## config.mk

```make
export PLATFORM = sky130hd
export DESIGN_NAME = cs3_ctrl_fsm_v2
export DESIGN_NICKNAME = d
export VERILOG_FILES = /design/src/rtl/cs3_ctrl_fsm_v2.sv
export SDC_FILE = /design/constraint.sdc
export NUM_CORES = 1
export LEC_CHECK = 0
export ABC_AREA = 1
export CORE_MARGIN = 2
export CORE_UTILIZATION = 47
export DETAILED_ROUTE_END_ITERATION = 8
export GPL_TIMING_DRIVEN = 1
export PLACE_DENSITY = 0.89
export SYNTH_ARGS = -nofsm -noshare
export SYNTH_HDL_FRONTEND = slang
export SYNTH_SLANG_ARGS = --single-unit
```

## constraint.sdc

```tcl
create_clock -name clk -period 2.55 [get_ports clk]
set_input_delay 0.765 -clock clk [delete_from_list [all_inputs] [get_ports clk]]
set_output_delay 0.765 -clock clk [all_outputs]
set_load 0.01 [all_outputs]
```

## src/rtl/cs3_ctrl_fsm_v2.sv

```systemverilog
// cs3_ctrl_fsm_v2 -- second-generation CS3 control unit.
// Decodes the IR opcode and drives the datapath strobes. Data memory accesses
// wait on mem_ready, and a watchdog aborts a stuck access to STOP with bus_err.
// Optional interrupt entry is compiled in with `define CS3_IRQ_EN.
module cs3_ctrl_fsm_v2 #(
   parameter int OPW   = 5,
   parameter int CONDW = 3,
   parameter int TOW   = 4
`ifdef CS3_IRQ_EN
   ,
   parameter logic [7:0] IRQ_VEC = 8'hF0
`endif
) (
   input  logic             clk,
   input  logic             reset,
   input  logic             start,
   input  logic [OPW-1:0]   op,
   input  logic [CONDW-1:0] condicion,
   input  logic [3:0]       regestado,
   input  logic             mem_ready,
`ifdef CS3_IRQ_EN
   input  logic             irq,
   output logic             irq_ack,
   output logic [7:0]       irq_vec,
`endif
   output logic             wmem,
   output logic             rmem,
   output logic             clpc,
   output logic             ipc,
   output logic             wir,
   output logic             wmar,
   output logic             inm,
   output logic             wreg,
   output logic             rac,
   output logic             wac,
   output logic             s,
   output logic             r,
   output logic             ta,
   output logic             tb,
   output logic             wpc,
   output logic             rpc,
   output logic             wsreg,
   output logic             isp,
   output logic             dsp,
   output logic             rsp,
   output logic             prsp,
   output logic             cin_sel,
   output logic             halted,
   output logic             ill_op,
   output logic             bus_err
);

   typedef enum logic [3:0] {
      S_STOP, S_FETCH, S_EXEC, S_WB, S_MAR, S_MEMRD, S_MEMWR, S_JMP,
      S_CMAR, S_CWR, S_RRD, S_I1, S_I2, S_I3, S_I4
   } state_t;

   localparam logic [4:0] OP_ST   = 5'b00000;
   localparam logic [4:0] OP_LD   = 5'b00001;
   localparam logic [4:0] OP_STS  = 5'b00010;
   localparam logic [4:0] OP_LDS  = 5'b00011;
   localparam logic [4:0] OP_CALL = 5'b00100;
   localparam logic [4:0] OP_RET  = 5'b00101;
   localparam logic [4:0] OP_BR   = 5'b00110;
   localparam logic [4:0] OP_JMP  = 5'b00111;
   localparam logic [4:0] OP_ADD  = 5'b01000;
   localparam logic [4:0] OP_SUB  = 5'b01010;
   localparam logic [4:0] OP_CP   = 5'b01011;
   localparam logic [4:0] OP_MOV  = 5'b01111;
   localparam logic [4:0] OP_STOP = 5'b10111;
   localparam logic [4:0] OP_SUBI = 5'b11010;
   localparam logic [4:0] OP_CPI  = 5'b11011;
   localparam logic [4:0] OP_SBCI = 5'b11100;
   localparam logic [4:0] OP_LDI  = 5'b11111;

   localparam logic [TOW-1:0] WDOG_MAX = '1;

   state_t         state_q, state_d;
   logic [TOW-1:0] wdog_q, wdog_d;
   logic           halted_q, halted_d;
   logic           ill_op_q, ill_op_d;
   logic           bus_err_q, bus_err_d;
`ifdef CS3_IRQ_EN
   logic           ie_q, ie_d;
`endif

   logic [4:0] op5;
   logic       op_hi_zero;
   logic [2:0] cond3;
   logic       cond_hi_zero;
   logic       br_cond;
   logic       br_taken;
   logic       in_mem_state;
   logic       waiting;
   logic       timeout;

   assign op5          = op[4:0];
   assign op_hi_zero   = ((op >> 5) == '0);
   assign cond3        = condicion[2:0];
   assign cond_hi_zero = ((condicion >> 3) == '0);

   // Branch condition evaluation from SREG {C,N,Z,V}; unused upper condition bits force not-taken
   always_comb begin
      br_cond = 1'b1;
      case (cond3)
         3'd0:    br_cond = regestado[1];
         3'd1:    br_cond = regestado[3];
         3'd2:    br_cond = regestado[0];
         3'd3:    br_cond = regestado[2] ^ regestado[0];
         3'd4:    br_cond = !regestado[1];
         3'd5:    br_cond = !regestado[3];
         3'd6:    br_cond = regestado[2];
         default: br_cond = 1'b1;
      endcase
      br_taken = br_cond && cond_hi_zero;
   end

   // Watchdog: counts cycles spent waiting on memory; mem_ready beats a timeout in the same cycle
   always_comb begin
      in_mem_state = (state_q == S_MEMRD) || (state_q == S_MEMWR) || (state_q == S_CWR) ||
                     (state_q == S_RRD) || (state_q == S_I3);
      waiting      = in_mem_state && !mem_ready;
      timeout      = waiting && (wdog_q == WDOG_MAX);
      wdog_d       = (waiting && !timeout) ? wdog_q + 1'b1 : '0;
   end

   // Next-state and strobe decode; strobes are forced low while reset is asserted
   always_comb begin
      state_d   = state_q;
      ill_op_d  = ill_op_q;
      bus_err_d = bus_err_q;
`ifdef CS3_IRQ_EN
      ie_d      = ie_q;
      irq_ack   = 1'b0;
      irq_vec   = 8'h00;
`endif
      wmem = 1'b0; rmem = 1'b0; clpc = 1'b0; ipc = 1'b0; wir = 1'b0; wmar = 1'b0;
      inm = 1'b0; wreg = 1'b0; rac = 1'b0; wac = 1'b0; s = 1'b0; r = 1'b0;
      ta = 1'b0; tb = 1'b0; wpc = 1'b0; rpc = 1'b0; wsreg = 1'b0; isp = 1'b0;
      dsp = 1'b0; rsp = 1'b0; prsp = 1'b0; cin_sel = 1'b0;
      if (!reset) begin
         case (state_q)
            S_STOP: begin
               if (start) begin
                  clpc = 1'b1; prsp = 1'b1;
                  ill_op_d = 1'b0; bus_err_d = 1'b0;
                  state_d = S_FETCH;
               end
            end
            S_FETCH: begin
`ifdef CS3_IRQ_EN
               if (irq && ie_q) begin
                  state_d = S_I1;
               end else begin
                  wir = 1'b1; ipc = 1'b1;
                  state_d = S_EXEC;
               end
`else
               wir = 1'b1; ipc = 1'b1;
               state_d = S_EXEC;
`endif
            end
            S_EXEC: begin
               if (!op_hi_zero) begin
                  ill_op_d = 1'b1; state_d = S_STOP;
               end else begin
                  case (op5)
                     OP_ADD:  begin s = 1'b1; wac = 1'b1; wsreg = 1'b1; state_d = S_WB; end
                     OP_SUB:  begin r = 1'b1; wac = 1'b1; wsreg = 1'b1; state_d = S_WB; end
                     OP_SUBI: begin r = 1'b1; inm = 1'b1; wac = 1'b1; wsreg = 1'b1; state_d = S_WB; end
                     OP_SBCI: begin r = 1'b1; inm = 1'b1; wac = 1'b1; wsreg = 1'b1; cin_sel = 1'b1; state_d = S_WB; end
                     OP_MOV:  begin ta = 1'b1; wac = 1'b1; state_d = S_WB; end
                     OP_LDI:  begin tb = 1'b1; inm = 1'b1; wac = 1'b1; state_d = S_WB; end
                     OP_CP:   begin r = 1'b1; wsreg = 1'b1; state_d = S_FETCH; end
                     OP_CPI:  begin r = 1'b1; inm = 1'b1; wsreg = 1'b1; state_d = S_FETCH; end
                     OP_LDS, OP_STS: begin tb = 1'b1; inm = 1'b1; wac = 1'b1; state_d = S_MAR; end
                     OP_LD, OP_ST:   begin tb = 1'b1; wac = 1'b1; state_d = S_MAR; end
                     OP_JMP:  begin tb = 1'b1; inm = 1'b1; wac = 1'b1; state_d = S_JMP; end
                     OP_CALL: begin tb = 1'b1; inm = 1'b1; wac = 1'b1; dsp = 1'b1; state_d = S_CMAR; end
                     OP_RET:  begin wmar = 1'b1; rsp = 1'b1; state_d = S_RRD; end
                     OP_BR: begin
                        if (br_taken) begin
                           tb = 1'b1; inm = 1'b1; wac = 1'b1; state_d = S_JMP;
                        end else begin
                           state_d = S_FETCH;
                        end
                     end
                     OP_STOP: state_d = S_STOP;
                     default: begin ill_op_d = 1'b1; state_d = S_STOP; end
                  endcase
               end
            end
            S_WB:   begin wreg = 1'b1; rac = 1'b1; state_d = S_FETCH; end
            S_MAR: begin
               wmar = 1'b1; rac = 1'b1;
               if ((op5 == OP_ST) || (op5 == OP_STS)) begin
                  ta = 1'b1; wac = 1'b1; state_d = S_MEMWR;
               end else begin
                  state_d = S_MEMRD;
               end
            end
            S_MEMRD: begin
               if (timeout) begin
                  bus_err_d = 1'b1; state_d = S_STOP;
               end else begin
                  rmem = 1'b1; wreg = 1'b1;
                  if (mem_ready) state_d = S_FETCH;
               end
            end
            S_MEMWR: begin
               if (timeout) begin
                  bus_err_d = 1'b1; state_d = S_STOP;
               end else begin
                  rac = 1'b1; wmem = 1'b1;
                  if (mem_ready) state_d = S_FETCH;
               end
            end
            S_JMP:  begin wpc = 1'b1; rac = 1'b1; state_d = S_FETCH; end
            S_CMAR: begin wmar = 1'b1; rsp = 1'b1; state_d = S_CWR; end
            S_CWR: begin
               if (timeout) begin
                  bus_err_d = 1'b1; state_d = S_STOP;
               end else begin
                  wmem = 1'b1; rpc = 1'b1;
                  if (mem_ready) state_d = S_JMP;
               end
            end
            S_RRD: begin
               if (timeout) begin
                  bus_err_d = 1'b1; state_d = S_STOP;
               end else begin
                  rmem = 1'b1; wpc = 1'b1;
                  if (mem_ready) begin
                     isp = 1'b1; state_d = S_FETCH;
`ifdef CS3_IRQ_EN
                     ie_d = 1'b1;
`endif
                  end
               end
            end
`ifdef CS3_IRQ_EN
            S_I1: begin dsp = 1'b1; irq_ack = 1'b1; state_d = S_I2; end
            S_I2: begin wmar = 1'b1; rsp = 1'b1; state_d = S_I3; end
            S_I3: begin
               if (timeout) begin
                  bus_err_d = 1'b1; state_d = S_STOP;
               end else begin
                  wmem = 1'b1; rpc = 1'b1;
                  if (mem_ready) state_d = S_I4;
               end
            end
            S_I4: begin
               wpc = 1'b1; inm = 1'b1; irq_vec = IRQ_VEC; ie_d = 1'b0; state_d = S_FETCH;
            end
`endif
            default: state_d = S_STOP;
         endcase
      end
      halted_d = (state_d == S_STOP);
   end

   // State, watchdog and registered status flags
   always_ff @(posedge clk or posedge reset) begin
      if (reset) begin
         state_q   <= S_STOP;
         wdog_q    <= '0;
         halted_q  <= 1'b1;
         ill_op_q  <= 1'b0;
         bus_err_q <= 1'b0;
`ifdef CS3_IRQ_EN
         ie_q      <= 1'b1;
`endif
      end else begin
         state_q   <= state_d;
         wdog_q    <= wdog_d;
         halted_q  <= halted_d;
         ill_op_q  <= ill_op_d;
         bus_err_q <= bus_err_d;
`ifdef CS3_IRQ_EN
         ie_q      <= ie_d;
`endif
      end
   end

   assign halted  = halted_q;
   assign ill_op  = ill_op_q;
   assign bus_err = bus_err_q;

endmodule

```

==> results of run 1 <==
[cells by family after synthesis]
kind of cell               share of synthesized area (%)
DFF                                                 21.5
AOI/OAI and AO/OA                                   11.4
xor gates and xnor gates                            1.36
buffers and inverters                               13.4
and+or+nand+nor                                     51.4
adders and majority gates                          0.973
[synth_stat cells, types with 2 or more instances]
library cell   n  share of area, %
a21oi_1        5               1.9
a31oi_1        3               1.5
buf_4          3               1.8
dfrtp_1       10                19
inv_1         33               9.6
inv_2          2              0.58
nand2_1       50                15
nand2_2        6               2.9
nand2_4        2               1.8
nand3_1       30                12
nand4_1        5               2.4
nor2_1        34               9.9
nor2_2         6               2.9
nor3_1         5               1.9
o21ai_0        6               2.3
o21ai_1        3               1.2
[repair_timing]
item,CTS
resized for setup,172
pin swaps,20
setup buffers,20
setup endpoints to repair,22
[per-stage QoR]
stage                     util (%)  instance area, µm²  hold slack (ns)  worst slack (ns)  std cells
after detailed placement      84.6                2150            0.476            -0.932        349
after global placement        84.6                2150            0.477            -0.838        349
after floorplan                  -                1290            0.433            0.0222        222
after CTS                     94.7                2410            0.499          -0.00403        373
==> flow_metrics.tcl, run 1 <==
set metrics [dict create \
    grt_max_degree 14 \
    outcome "did not finish" \
    synth_cell_types 35 \
    yosys_warnings 0 \
    cts_root_buffer "clkbuf_4" \
    avgSynthCellArea_um2 5.79 \
    syn_inst 222 \
    ys_seq_area_share_pct 21.5 \
    grt_worst_setup_endpoint "clpc" \
    place.gp.congestion 0.933 \
    error "[ERROR DPL-0038] Utilization greater than 100%, impossible to legalize" \
    lastStage "global routing (5_1_grt)" \
    die_x_um 56.3 \
    netlist_area_um2 1290 \
    dp_hpwl_mm 3.64 \
    htree_levels 1 \
    io_buffers 40 \
    fp.dieH_um 56.3 \
    start_util_pct 50.5 \
    pin_count 41 \
    rows 18 \
    cts_buffers 3 \
    cts_sinks 11 \
    synth-edff-count 0 \
    synth_ff_type "dfrtp_1" \
    ys_ff_latch 11 \
    synth_nets 239 \
    synthArstFlopShare_pct 100 \
    holdBufCountCts 0 \
    clk_path_buf_depth 2 \
    endpoint_type "primary output" \
]
==> run 2: changes to the inputs <==
--- a/config.mk
+++ b/config.mk
@@ -6,11 +6,11 @@
 export NUM_CORES = 1
 export LEC_CHECK = 0
 export ABC_AREA = 1
-export CORE_MARGIN = 2
-export CORE_UTILIZATION = 47
+export CORE_AREA = 2 2 63 65
 export DETAILED_ROUTE_END_ITERATION = 8
+export DIE_AREA = 0 0 65 67
 export GPL_TIMING_DRIVEN = 1
-export PLACE_DENSITY = 0.89
+export PLACE_DENSITY_LB_ADDON = 0.15
 export SYNTH_ARGS = -nofsm -noshare
 export SYNTH_HDL_FRONTEND = slang
 export SYNTH_SLANG_ARGS = --single-unit
==> run 2 against run 1 <==
Area after synthesis did not move. Synthesized cell count did not move. The flow now finishes, with violations (setup timing).
==> flow_metrics.tcl, run 2 <==
set metrics [dict create \
    hold_viol 0 \
    ant_nets 0 \
    maxCapViolations 0 \
    skew_ns 0.00635 \
    worstSetupEndpointType "output port" \
    synth_ff_type "dfrtp_1" \
    cts_buffers 3 \
    clk_path_buf_depth 2 \
    worstSetupStartpointType "flop" \
    wl_mm 5.30 \
    avgSynthCellArea_um2 5.79 \
    gr-total-overflow 0 \
    p_per_area_nw_per_um2 527 \
    synth_nets 239 \
    final_common_cell "buf_4" \
    synth-edff-count 0 \
    dieArea_um2 4360 \
    worst-setup-path-type "flop to output port" \
    hold_class "flop to flop" \
    yosys.area.top_type "dfrtp_1" \
    placed_area_um2 2230 \
    synth_area_leaders "dfrtp_1 19%, nand2_1 15%, nand3_1 12%, nor2_1 9.9%, inv_1 9.6%" \
    cts_tree "built" \
    rsz0062_at_grt "yes" \
    setup_viol 2 \
    timing.slew.headroom_pct 83.1 \
    place.gp.congestion 0.993 \
    violations "setup timing" \
    worst_pin_slew_ns 0.253 \
    path_max_fanout 4 \
    worstPathArrival_ns 1.79 \
    nFillCells 293 \
    vias 1966 \
    first_pass_iters 4 \
    die_x_um 65 \
    drc 0 \
    wl_met2_mm 2.85 \
    cts_sinks 11 \
    synth_common_cells "50 x nand2_1, 34 x nor2_1, 33 x inv_1, 30 x nand3_1, 10 x dfrtp_1" \
    pin_count 41 \
    worstSkewPairLatency_ns 0.24 \
    rows 22 \
    antenna_found_initial 0 \
    htree_levels 1 \
    fin_crit_sh_pct 100 \
    syn_to_final_growth_pct 108 \
    outcome "finished, violations left" \
    fp.dieH_um 67 \
    met1_length_mm 2.02 \
    post_drt_wl_per_cell_um 13.2 \
    dr_wl_met3_um 286 \
    clk_pin_slew_ns 0.05 \
    utilization_pct 74.2 \
    netlist_area_um2 1290 \
    detail_route.vias_per_cell 4.89 \
    io_buffers 40 \
    final_cell_mix "90 x buf_4, 34 x nand2_1, 22 x nor2_1" \
    yosys_warnings 0 \
    synth.top_cell.area_share_pct 19.5 \
    max_freq_ghz 0.392 \
    drive_gt1_share_pct 60.5 \
    slew_viol_final 0 \
    critical_path_required_ns 1.79 \
    top_regs "state_q (4), wdog_q (4)" \
    cts_root_buffer "clkbuf_8" \
    dp_hpwl_mm 3.57 \
    antenna_cells 0 \
    ys_ff_latch 11 \
    core_um2 3610 \
    start_util_pct 35.7 \
    vdd_drop_max_mv 0.434 \
    layout_setup_ws_ns -0.00358 \
    synthArstFlopShare_pct 100 \
    grt_pass1_vias 1840 \
    period_needed_ns 2.55 \
    yosysMostFrequentCell "nand2_1" \
    ys_seq_area_share_pct 21.5 \
    grt_max_degree 16 \
    drtIter0Drc 113 \
    fin_area_um2 2680 \
    syn_inst 222 \
    p_leak_nw 1.46 \
    final_nets 372 \
    synth_cell_types 35 \
    grt_usage_pct 23.5 \
    topRoutingLayerUsed "met4" \
    grt_pass1_wl_mm 7.96 \
]
==> run 2: cell counts after synthesis <==
Identical to the previous run, type by type.
==> run 2: cell families (layout without fill, tap and decap cells) <==
family          Yosys count  in the layout  synth area share (%)
buf+inv                  41            173                  13.4
xor+xnor                  2              2                  1.36
flops                    11             11                  21.5
fa+ha+maj                 1              1                 0.973
simple gates            143            143                  51.4
compound gates           24             24                  11.4
==> run 2: critical path: stages, from the launching register on <==
cell and delay [ns]:
dfrtp_1 0.43, buf_6 0.15, nor2_4 0.10, nand2_2 0.09, nand3_4 0.09, nand2_4 0.06, nand2_4 0.07, nand2_4 0.08
o21ai_4 0.15, nand2_2 0.09, nor2_4 0.13, buf_6 0.12
==> run 2: metrics by stage <==
step	total power, W	instances	hold WS [ns]	TNS [ns]	setup WS [ns]
after detailed placement	0.00104	374	0.496	-14.46	-0.912
after floorplan	0.000647	222	0.433	0	0.0222
after CTS	0.00130	392	0.507	-0.0936	-0.0470
after global placement	0.00104	374	0.476	-14.87	-0.971
after global routing	0.00152	402	0.531	-0.344	-0.102
final	0.00141	402	0.499	-0.00681	-0.00358
==> run 2: area by class of cell <==
type	instances	area, µm²	area share, %
inverter	36	144	5.38
tap	48	60.1	2.24
sequential	11	280	10.5
multi-input combinational	170	1150	43.0
clock buffer	4	45.0	1.68
timing repair buffer	133	996	37.2
==> run 2: what timing repair did <==
action / 4_1_cts / 5_1_grt
buffers inserted: 14 / 10
endpoints found under the setup margin: 22 / 20
pin swaps: 29 / 23
resized for setup: 164 / 72
hold buffers: 0 / 0
==> run 2: worst paths after layout <==
check / cells after the start / end / slack (ns) / start
max reg2reg: 11 / halted / 0.72 / state_q[1]
min reg2reg: 2 / ill_op / 0.50 / ill_op
min: 2 / ill_op / 0.50 / ill_op
max in group asynchronous: 4 / halted / 1.48 / reset
max: 11 / clpc / -0.004 / state_q[2]
min in group asynchronous: 4 / wdog_q[2] / 0.84 / reset
==> run 2: power by group <==
group          switching [W]  total (W)  internal [W]
registers          0.0000436   0.000269      0.000226
clock network      0.0000658   0.000176      0.000110
logic               0.000489   0.000964      0.000475
==> run 2: routing by layer <==
metal | global-route usage, % | up-vias
met2 | 46.9 | 71
met5 | 0 | -
li1 | - | 984
met1 | 25.3 | 893
met3 | 3.38 | 18
met4 | 7.18 | 0
Power figures use the tool's default switching activity.
